### src/rtl/edge_pkg.sv
// edge_pkg
//   Shared definitions for the job address generator: the job FSM state
//   encoding, the default byte step per pixel and the dimension limits that
//   decide whether a job can be run at all.
package edge_pkg;

  typedef enum logic [2:0] {
    IDLE  = 3'd0,
    CHECK = 3'd1,
    RUN   = 3'd2,
    DONE  = 3'd3,
    ERROR = 3'd4
  } state_t;

  localparam int ADDR_STEP_DEFAULT = 4;

  // Smallest dimension that still yields at least one output pixel of a
  // 3x3 filter window.
  localparam int MIN_DIM = 3;

  // Dimensions must fit in this many bits; column/row counters are this wide.
  localparam int DIM_BITS = 16;

endpackage

### src/rtl/job_address_gen_flex_counter.sv
// flex_counter
//   Wrapping up-counter: counts 0..rollover_val and returns to 0 on the next
//   enabled count. clear has priority over count_enable.
//   Ports:
//     ahb_hclk, n_rst   clock, asynchronous active-low reset
//     clear             synchronous return to 0
//     count_enable      advance by one
//     rollover_val      last value before wrapping
//     count_out         current count
//     rollover_flag     count_out equals rollover_val
module flex_counter
  import edge_pkg::*;
#(
  parameter int NUM_BITS = DIM_BITS
) (
  input  logic                ahb_hclk,
  input  logic                n_rst,
  input  logic                clear,
  input  logic                count_enable,
  input  logic [NUM_BITS-1:0] rollover_val,
  output logic [NUM_BITS-1:0] count_out,
  output logic                rollover_flag
);

  localparam logic [NUM_BITS-1:0] ONE = NUM_BITS'(1);

  assign rollover_flag = (count_out == rollover_val);

  always_ff @(posedge ahb_hclk or negedge n_rst) begin
    if (!n_rst) begin
      count_out <= '0;
    end else if (clear) begin
      count_out <= '0;
    end else if (count_enable) begin
      count_out <= rollover_flag ? '0 : count_out + ONE;
    end
  end

endmodule

### src/rtl/job_address_gen.sv
// job_address_gen
//   Generates the read address stream for one image job and the write
//   address stream for the filtered pixels coming back from the filter core.
//   A 3x3 filter produces (width-2)*(height-2) output pixels; reads cover the
//   whole image in raster order. All outputs are driven from flops.
//   Ports:
//     ahb_hclk, n_rst                 clock, asynchronous active-low reset
//     start                           job enable level (drop to abort/ack)
//     width, height                   image dimensions in pixels
//     read_start_addr/write_start_addr base byte addresses
//     rd_req/rd_addr/rd_row_last/rd_ack  read request channel
//     out_pix_valid                   one output pixel ready (pulse)
//     wr_req/wr_addr/wr_ack           write request channel
//     busy, done, err                 job status
module job_address_gen
  import edge_pkg::*;
#(
  parameter int BUSWIDTH   = 32,
  parameter int ADDR_STEP  = ADDR_STEP_DEFAULT,
  parameter int PEND_DEPTH = 4
) (
  input  logic                ahb_hclk,
  input  logic                n_rst,
  input  logic                start,
  input  logic [BUSWIDTH-1:0] width,
  input  logic [BUSWIDTH-1:0] height,
  input  logic [BUSWIDTH-1:0] read_start_addr,
  input  logic [BUSWIDTH-1:0] write_start_addr,
  output logic                rd_req,
  output logic [BUSWIDTH-1:0] rd_addr,
  output logic                rd_row_last,
  input  logic                rd_ack,
  input  logic                out_pix_valid,
  output logic                wr_req,
  output logic [BUSWIDTH-1:0] wr_addr,
  input  logic                wr_ack,
  output logic                busy,
  output logic                done,
  output logic                err
);

  localparam int PW = $clog2(PEND_DEPTH + 1);
  localparam logic [PW-1:0]       PEND_MAX  = PW'(PEND_DEPTH);
  localparam logic [BUSWIDTH-1:0] STEP      = BUSWIDTH'(ADDR_STEP);
  localparam logic [BUSWIDTH-1:0] MIN_DIM_W = BUSWIDTH'(MIN_DIM);
  localparam logic [BUSWIDTH-1:0] TWO       = BUSWIDTH'(2);
  localparam logic [BUSWIDTH-1:0] ONE_W     = BUSWIDTH'(1);
  localparam logic [DIM_BITS-1:0] ONE_D     = DIM_BITS'(1);

  state_t state, state_next;

  logic [BUSWIDTH-1:0] w_lat, h_lat, total_wr, wr_count, pix_count;
  logic [PW-1:0]       pending, pending_next;
  logic                reads_done, reads_done_next;
  logic [DIM_BITS-1:0] col_count, row_count, col_max, row_max;
  logic                col_wrap, row_wrap, cnt_clear;
  logic                rd_fire, wr_fire, pix_acc, overflow, dims_bad, all_done;
  logic                job_start, job_abort;
  logic                rd_req_next, wr_req_next, col_last_next;
  logic                unused_row;

  assign total_wr = (w_lat - TWO) * (h_lat - TWO);
  assign col_max  = w_lat[DIM_BITS-1:0] - ONE_D;
  assign row_max  = h_lat[DIM_BITS-1:0] - ONE_D;

  // Only the row wrap flag matters (it marks the final image row); the row
  // index itself is not needed.
  assign unused_row = &{1'b0, row_count};

  flex_counter #(.NUM_BITS(DIM_BITS)) u_col_counter (
    .ahb_hclk      (ahb_hclk),
    .n_rst         (n_rst),
    .clear         (cnt_clear),
    .count_enable  (rd_fire),
    .rollover_val  (col_max),
    .count_out     (col_count),
    .rollover_flag (col_wrap)
  );

  flex_counter #(.NUM_BITS(DIM_BITS)) u_row_counter (
    .ahb_hclk      (ahb_hclk),
    .n_rst         (n_rst),
    .clear         (cnt_clear),
    .count_enable  (rd_fire & col_wrap),
    .rollover_val  (row_max),
    .count_out     (row_count),
    .rollover_flag (row_wrap)
  );

  always_ff @(posedge ahb_hclk or negedge n_rst) begin
    if (!n_rst) state <= IDLE;
    else        state <= state_next;
  end

  // Next-state logic plus the next values of every registered output, so
  // the outputs change on the same edge as the state they describe.
  always_comb begin
    rd_fire  = rd_req & rd_ack;
    wr_fire  = wr_req & wr_ack;
    dims_bad = (w_lat < MIN_DIM_W) || (h_lat < MIN_DIM_W) ||
               ((w_lat >> DIM_BITS) != '0) || ((h_lat >> DIM_BITS) != '0);
    // Pixels beyond the job total are stray pulses and are dropped.
    pix_acc  = (state == RUN) && out_pix_valid && (pix_count < total_wr);
    overflow = pix_acc && (pending == PEND_MAX) && !wr_fire;
    all_done = reads_done && (wr_count == total_wr) && (pending == '0);

    state_next = state;
    case (state)
      IDLE:  if (start) state_next = CHECK;
      CHECK: begin
        if (!start)        state_next = IDLE;
        else if (dims_bad) state_next = ERROR;
        else               state_next = RUN;
      end
      RUN: begin
        if (!start)        state_next = IDLE;
        else if (overflow) state_next = ERROR;
        else if (all_done) state_next = DONE;
      end
      DONE:    if (!start) state_next = IDLE;
      ERROR:   if (!start) state_next = IDLE;
      default: state_next = IDLE;
    endcase

    job_start = (state == IDLE) && start;
    job_abort = ((state == CHECK) || (state == RUN)) && !start;
    cnt_clear = (state_next != RUN);

    reads_done_next = reads_done;
    pending_next    = pending;
    if (job_start || job_abort) begin
      reads_done_next = 1'b0;
      pending_next    = '0;
    end else if ((state == RUN) && !overflow) begin
      if (rd_fire && col_wrap && row_wrap) reads_done_next = 1'b1;
      pending_next = pending + PW'(pix_acc) - PW'(wr_fire);
    end

    // Will the column counter sit on the last column after this edge?
    col_last_next = 1'b0;
    if (!cnt_clear) begin
      col_last_next = rd_fire ? (!col_wrap && ((col_count + ONE_D) == col_max))
                              : col_wrap;
    end

    rd_req_next = (state_next == RUN) && !reads_done_next;
    wr_req_next = (state_next == RUN) && (pending_next != '0);
  end

  // Registered status and request outputs.
  always_ff @(posedge ahb_hclk or negedge n_rst) begin
    if (!n_rst) begin
      rd_req      <= 1'b0;
      wr_req      <= 1'b0;
      rd_row_last <= 1'b0;
      busy        <= 1'b0;
      done        <= 1'b0;
      err         <= 1'b0;
      reads_done  <= 1'b0;
      pending     <= '0;
    end else begin
      rd_req      <= rd_req_next;
      wr_req      <= wr_req_next;
      rd_row_last <= rd_req_next && col_last_next;
      busy        <= (state_next == CHECK) || (state_next == RUN);
      done        <= (state_next == DONE);
      err         <= (state_next == ERROR);
      reads_done  <= reads_done_next;
      pending     <= pending_next;
    end
  end

  // Job parameters and address/progress counters. Addresses are loaded with
  // the bases when the job is latched, so they are already correct on the
  // first RUN cycle; arithmetic simply wraps at the bus width.
  always_ff @(posedge ahb_hclk or negedge n_rst) begin
    if (!n_rst) begin
      w_lat     <= '0;
      h_lat     <= '0;
      rd_addr   <= '0;
      wr_addr   <= '0;
      wr_count  <= '0;
      pix_count <= '0;
    end else if (job_start) begin
      w_lat     <= width;
      h_lat     <= height;
      rd_addr   <= read_start_addr;
      wr_addr   <= write_start_addr;
      wr_count  <= '0;
      pix_count <= '0;
    end else if (job_abort) begin
      rd_addr   <= '0;
      wr_addr   <= '0;
      wr_count  <= '0;
      pix_count <= '0;
    end else if ((state == RUN) && !overflow) begin
      if (rd_fire) rd_addr <= rd_addr + STEP;
      if (wr_fire) begin
        wr_addr  <= wr_addr + STEP;
        wr_count <= wr_count + ONE_W;
      end
      if (pix_acc) pix_count <= pix_count + ONE_W;
    end
  end

endmodule

### config.mk
export PLATFORM = sky130hd
export DESIGN_NAME = job_address_gen
export DESIGN_NICKNAME = d
export VERILOG_FILES = /design/src/rtl/edge_pkg.sv /design/src/rtl/job_address_gen_flex_counter.sv /design/src/rtl/job_address_gen.sv
export SDC_FILE = /design/constraint.sdc
export NUM_CORES = 2
export LEC_CHECK = 0
export BUFFER_PORTS_ARGS = -buffer_cell sky130_fd_sc_hd__buf_4
export CORE_MARGIN = 2
export CORE_UTILIZATION = 45
export CTS_CLUSTER_SIZE = 28
export DETAILED_ROUTE_END_ITERATION = 16
export SLEW_MARGIN = 20
export SYNTH_ARGS = -nofsm -noshare
export SYNTH_HDL_FRONTEND = slang
export SYNTH_SLANG_ARGS = --single-unit
### constraint.sdc
create_clock -name ahb_hclk -period 12.8 [get_ports ahb_hclk]
set_clock_uncertainty 0.2 [all_clocks]
set_input_delay 1.28 -clock ahb_hclk [delete_from_list [all_inputs] [get_ports ahb_hclk]]
set_output_delay 1.28 -clock ahb_hclk [all_outputs]
set_load 0.1 [all_outputs]
# Yosys cells after proc, flatten, opt, wreduce, memory -nomap -nowiden
# Index checks and enable logic that the tools add are counted.
[totals] register_bits=237
[classes] reduce_logical=41 n_mux=37 addsub=12 bitwise_logic=3 order_cmp=3 n_eq_ne=14 mul=1
[ops] cell="$mux 32" count=16
[ops] cell="$mux 16" count=6
[ops] cell="$add 32x1->32 const B" count=2
[ops] cell="$add 32x3->32 const B" count=2
[ops] cell="$lt 32x2->1 const B" count=2
[ops] cell="$reduce_bool 32->1" count=2
[ops] cell="$sub 32x2->32 const B" count=2
[ops] cell="$eq 16x16->1" count=3
[ops] cell="$add 16x1->16 const B" count=2
[ops] cell="$eq 32x32->1" count=1
[ops] cell="$lt 32x32->1" count=1
[ops] cell="$mul 32x32->32" count=1
[ops] cell="$sub 16x1->16 const B" count=2
[ops] cell="$mux 3" count=9
[ops] cell="$logic_and 1x1->1" count=15
[ops] cell="$reduce_bool 3->1" count=5
[ops] cell="$eq 3x2->1 const B" count=4
[ops] cell="$pmux 3 s4" count=1
[ops] cell="$eq 3x3->1 const B" count=3
[ops] cell="$eq 3x1->1 const B" count=2
[ops] cell="$logic_not 3->1" count=2
[ops] cell="$logic_or 1x1->1" count=6
[ops] cell="$reduce_and 2->1" count=3
[ops] cell="$logic_not 1->1" count=5
[ops] cell="7 further kinds" count=14

# Longest topological paths before layout
[logic_depth] word_depth=13 mapped_depth=53

# Modules after synthesis
# A second synthesis with hierarchy kept.
[unflattened] hier_cells=3586 area_unflattened_um2=31702.9
[by_module_without_submodules] mod="job_address_gen" cells_each=3328 area_each_um2=29190.5 instances=1
[by_module_without_submodules] mod="flex_counter" cells_each=129 area_each_um2=1256.2 instances=2

# Least setup slack after synthesis
# No wires, ideal clock.
[synth_timing] kind="register -> register" startpoint="register w_lat[1]" endpoint="register wr_req" synth_period_minus_slack_ns=12.152 n_path_buf=3 slack_ns=0.648 path_stages_with_launch=47 t_arrival_ns=11.814 t_required_ns=12.462 setup_ns=0.138 path_cell_list="dfrtp_1 inv_1 clkbuf_1 ha_1 nor2b_1 nand3_1 buf_2 or3_1 xnor2_1 nand2_1 fa_1 fa_1 fa_1 fa_1 fa_1 inv_1 fa_1 inv_1 (+11 left out) ha_1 a21o_1 a21o_1 a21o_1 a21o_1 a221o_1 a21oi_1 o21ai_0 a211oi_1 nand2_1 ha_1 inv_1 ha_1 fa_1 o311ai_0 a21oi_1 o21ba_2 nor4_1"
[synth_via] elab_chain_len=12 elab_cells_between_ends=28 classes_between="3 x add/sub; 1 x mul; 2 x order compare; 2 x eq/ne; 8 x mux; 12 x reduce/logical"
[synth_lines] item="from (decl)" line="job_address_gen.sv:52" text="logic [BUSWIDTH-1:0] w_lat, h_lat, total_wr, wr_count, pix_count;"
[synth_lines] item="from (signal assigned)" line="job_address_gen.sv:185" text="w_lat <= width;"
[synth_lines] item="branches (longest 11 deep; another with $sub 32x2->32)"
[synth_lines] item="$logic_and 1x1->1 *" line="job_address_gen.sv:147" text="wr_req_next = (state_next == RUN) && (pending_next != '0);"
[synth_lines] item="via wr_req_next" line="job_address_gen.sv:59" text="logic rd_req_next, wr_req_next, col_last_next;"
[synth_lines] item="to (signal assigned)" line="job_address_gen.sv:163" text="wr_req <= wr_req_next;"
[synth_lines] item="to (decl)" line="job_address_gen.sv:34" text="output logic wr_req,"
# Mark *: on every way through the listed nets, which the timed path passes.
# A chain may end at the register's enable or synchronous reset.

# Worst setup path after layout
[layout_timing] startpoint="register h_lat[2]" endpoint="register wr_req"
[layout_via] elab_chain_len=12 elab_cells_between_ends=28 classes_between="3 x add/sub; 1 x mul; 2 x order compare; 2 x eq/ne; 8 x mux; 12 x reduce/logical"
[layout_lines] item="from (decl)" line="job_address_gen.sv:52"
[layout_lines] item="from (signal assigned)" line="job_address_gen.sv:186" text="h_lat <= height;"
[layout_lines] item="branches (longest 11 deep; another with $sub 32x2->32)"
[layout_lines] item="$logic_and 1x1->1 *" line="job_address_gen.sv:147"
[layout_lines] item="via wr_req_next" line="job_address_gen.sv:59"
# Marks and branches as above.

==> out/qor.yml <==
run_status:
  outcome: "finished clean"
synthesis:
  ys_ff_latch: 237
  yosysMostFrequentCell: "nand2_1"
  synthXorXnorAreaFrac_pct: 8.50
  synth-edff-count: 0
  synth_compound_area_share_pct: 10.7
  synth_top_area_share_pct: 26.2
  synth_fa_ha_area_share_pct: 33.0
  synthTopCellsByCount: "nand2_1, fa_1, nor2_1"
  ys.flop_type: "dfrtp_1"
  avgSynthCellArea_um2: 8.80
  yosys.area_share.simple_pct: 19.8
  synth_area_leaders: "fa_1, dfrtp_1, ha_1, nand2_1, nor2_1"
  syn_inst: 3550
  synth-seq-area-share_pct: 19.0
  synthesis.area_mm2: 0.0312
  synth_top_family_by_area: "adder cells"
  synth_fp_nets: 4261
  async_reset_ff_share_pct: 100
  synth.area.mux_share_pct: 2.24
  ys_types: 84
  yosys_warnings: 0
  yosysTopAreaCell: "fa_1"
placed_design:
  dp_hpwl_mm: 79.0
  gp_congestion: 0.975
  io_buffers: 203
floorplan:
  die_h_um: 267
  core_area_mm2: 0.0686
  dieArea_mm2: 0.0715
  die_width_um: 267
  rows: 96
  initial_core_util_pct: 45.5
  io-pin-count: 204
critical_path:
  cp_slowest_cell: "fa_1"
  crit_path_frequent_cell: "fa_1"
  worstPathRequired_ns: 13.04
  r2r_start: "h_lat[2]"
  crit_path_end: "wr_req"
  startpoint_type: "flip-flop"
  cp_max_fo: 9
  arrival_ns: 12.44
  worst_setup_path_end_kind: "flip-flop"
  reg2reg_slack_ns: 0.60
  r2r_cells: 46
  r2r-end: "wr_req"
  max_stage_delay_ns: 0.58
  crit_type: "flip-flop to flip-flop"
  cp-startpoint: "h_lat[2]"
route:
  drt_iter0_markers: 2001
  drtAntennaViolNets: 0
  vias: 25995
  wirelength_mm: 98.8
  wl_per_cell_um: 21.2
  dr.pass1.iters: 9
  vias_per_cell: 5.57
  remaining_drc_errors: 0
run:
  cap_violations: 0
cells_and_area:
  nets: 4426
  drive_gt1_share_pct: 13.0
  diodes: 0
  area_delta_synth_final_pct: 12.4
sta:
  rsz0062_at_grt: "false"
  finalHoldViolCount: 0
  fin_crit_ns: 12.20
  worst_slew_pin_slew_ns: 1.13
  max_slew_margin_pct: 24.5
  fmax_ghz: 0.0820
  setup_violations: 0
  timing.final.crit_share_pct: 95.3
  tns_ns: 0
  drv_slew: 0
clocking:
  root_buffer: "clkbuf_16"
  cts-htree-levels: 1
  post-cts-setup-buffers: 0
  clock_tree.buffer_depth: 3
  clock_sinks: 237
  tritoncts: "yes"
  cts_buffers: 29
  insertion_delay_ns: 0.58
  path_clk_slew_ns: 0.06
global_route:
  grt_pass1_vias: 26587
  grt_max_degree: 148
  grt_pass1_wl_mm: 155
  track_usage_pct: 28.2
  overflow: 0
  antenna_found_initial: 5
worst_hold_path:
  min_path_type: "flip-flop to flip-flop"
==> cells in the final DEF, fill, tap and decap left out, drive strengths merged, types with 18 or more instances in the layout <==
cell	count
inv	375
ha	168
or4	23
or3	39
xor2	117
nand2	428
nand3	60
nor2	394
and3	41
dfrtp	237
nand2b	53
clkbuf	41
a21o	28
o21ai	164
xnor2	155
and2	25
a21oi	174
nand4	54
nor4	53
buf	315
fa	409
a211oi	18
or2	19
nor3	43
o31ai	22
mux2	56
==> through the flow <==
step	hold WS, ns	utilization, %	setup WS [ns]	cells	cell area (um^2)
finish	0.314	51.2	0.602	4664	35100
global route	0.334	51.2	0.0357	4664	35100
CTS	0.310	51.1	0.284	4664	35000
detailed placement	0.292	49.7	0.331	4615	34100
global placement	0.293	49.7	0.481	4615	34100
floorplan	0.316	-	0.648	3550	31200
==> critical path: cells and delay by family (launching register included) <==
family	cells	cell delay (ns)
xor+xnor	2	0.68
fa+ha+maj	14	5.64
compound gates	14	2.82
simple gates	8	1.52
buf+inv	8	0.73
flops	1	0.44
==> final cells by class <==
class,count,area [um^2]
well taps,931,1160
flip-flops and latches,237,5930
inverters,375,1410
clock buffers,41,841
clock inverters,8,90.1
multi-input cells,2757,23300
fillers,6594,33500
repair buffers,315,2400
==> registers in the layout, indices dropped and copies added, names as in the netlist, 16 cells and up <==
name and cells:
pix_count 32, u_row_counter.count_out 16, h_lat 32, u_col_counter.count_out 16, w_lat 32, rd_addr 32
wr_count 32, wr_addr 32
==> worst min path at each step <==
stage / from / end / cells past startpoint
CTS: rd_addr[0] / rd_addr[0] / 1
global placement: wr_addr[1] / wr_addr[1] / 1
floorplan: pix_count[31] / pix_count[31] / 2
finish: wr_addr[1] / wr_addr[1] / 1
global route: rd_addr[0] / rd_addr[0] / 1
detailed placement: rd_addr[0] / rd_addr[0] / 1
==> cells by family after synthesis <==
kind of cell    after synthesis
mux                          63
xor+xnor                    284
compound gates              538
simple gates               1295
fa+ha+maj                   577
buf+inv                     556
flops                       237
==> repair_timing <==
action,4_1_cts,5_1_grt
setup endpoints to repair,0,39
hold buffers,0,0
resized for setup,0,15
==> routing by layer <==
metal	track usage (%)	up-vias	routed length (um)	share of wire, %
li1	-	12058	-	-
met1	37.2	12868	41000	41
met2	45.2	892	45700	46
met3	7.45	167	8570	8.7
met4	8.98	10	3530	3.6
met5	0	-	67	0.068
Power is left out: the tool's default activity adds up to more than one toggle a clock period on the data nets, which glitch-free logic cannot reach.
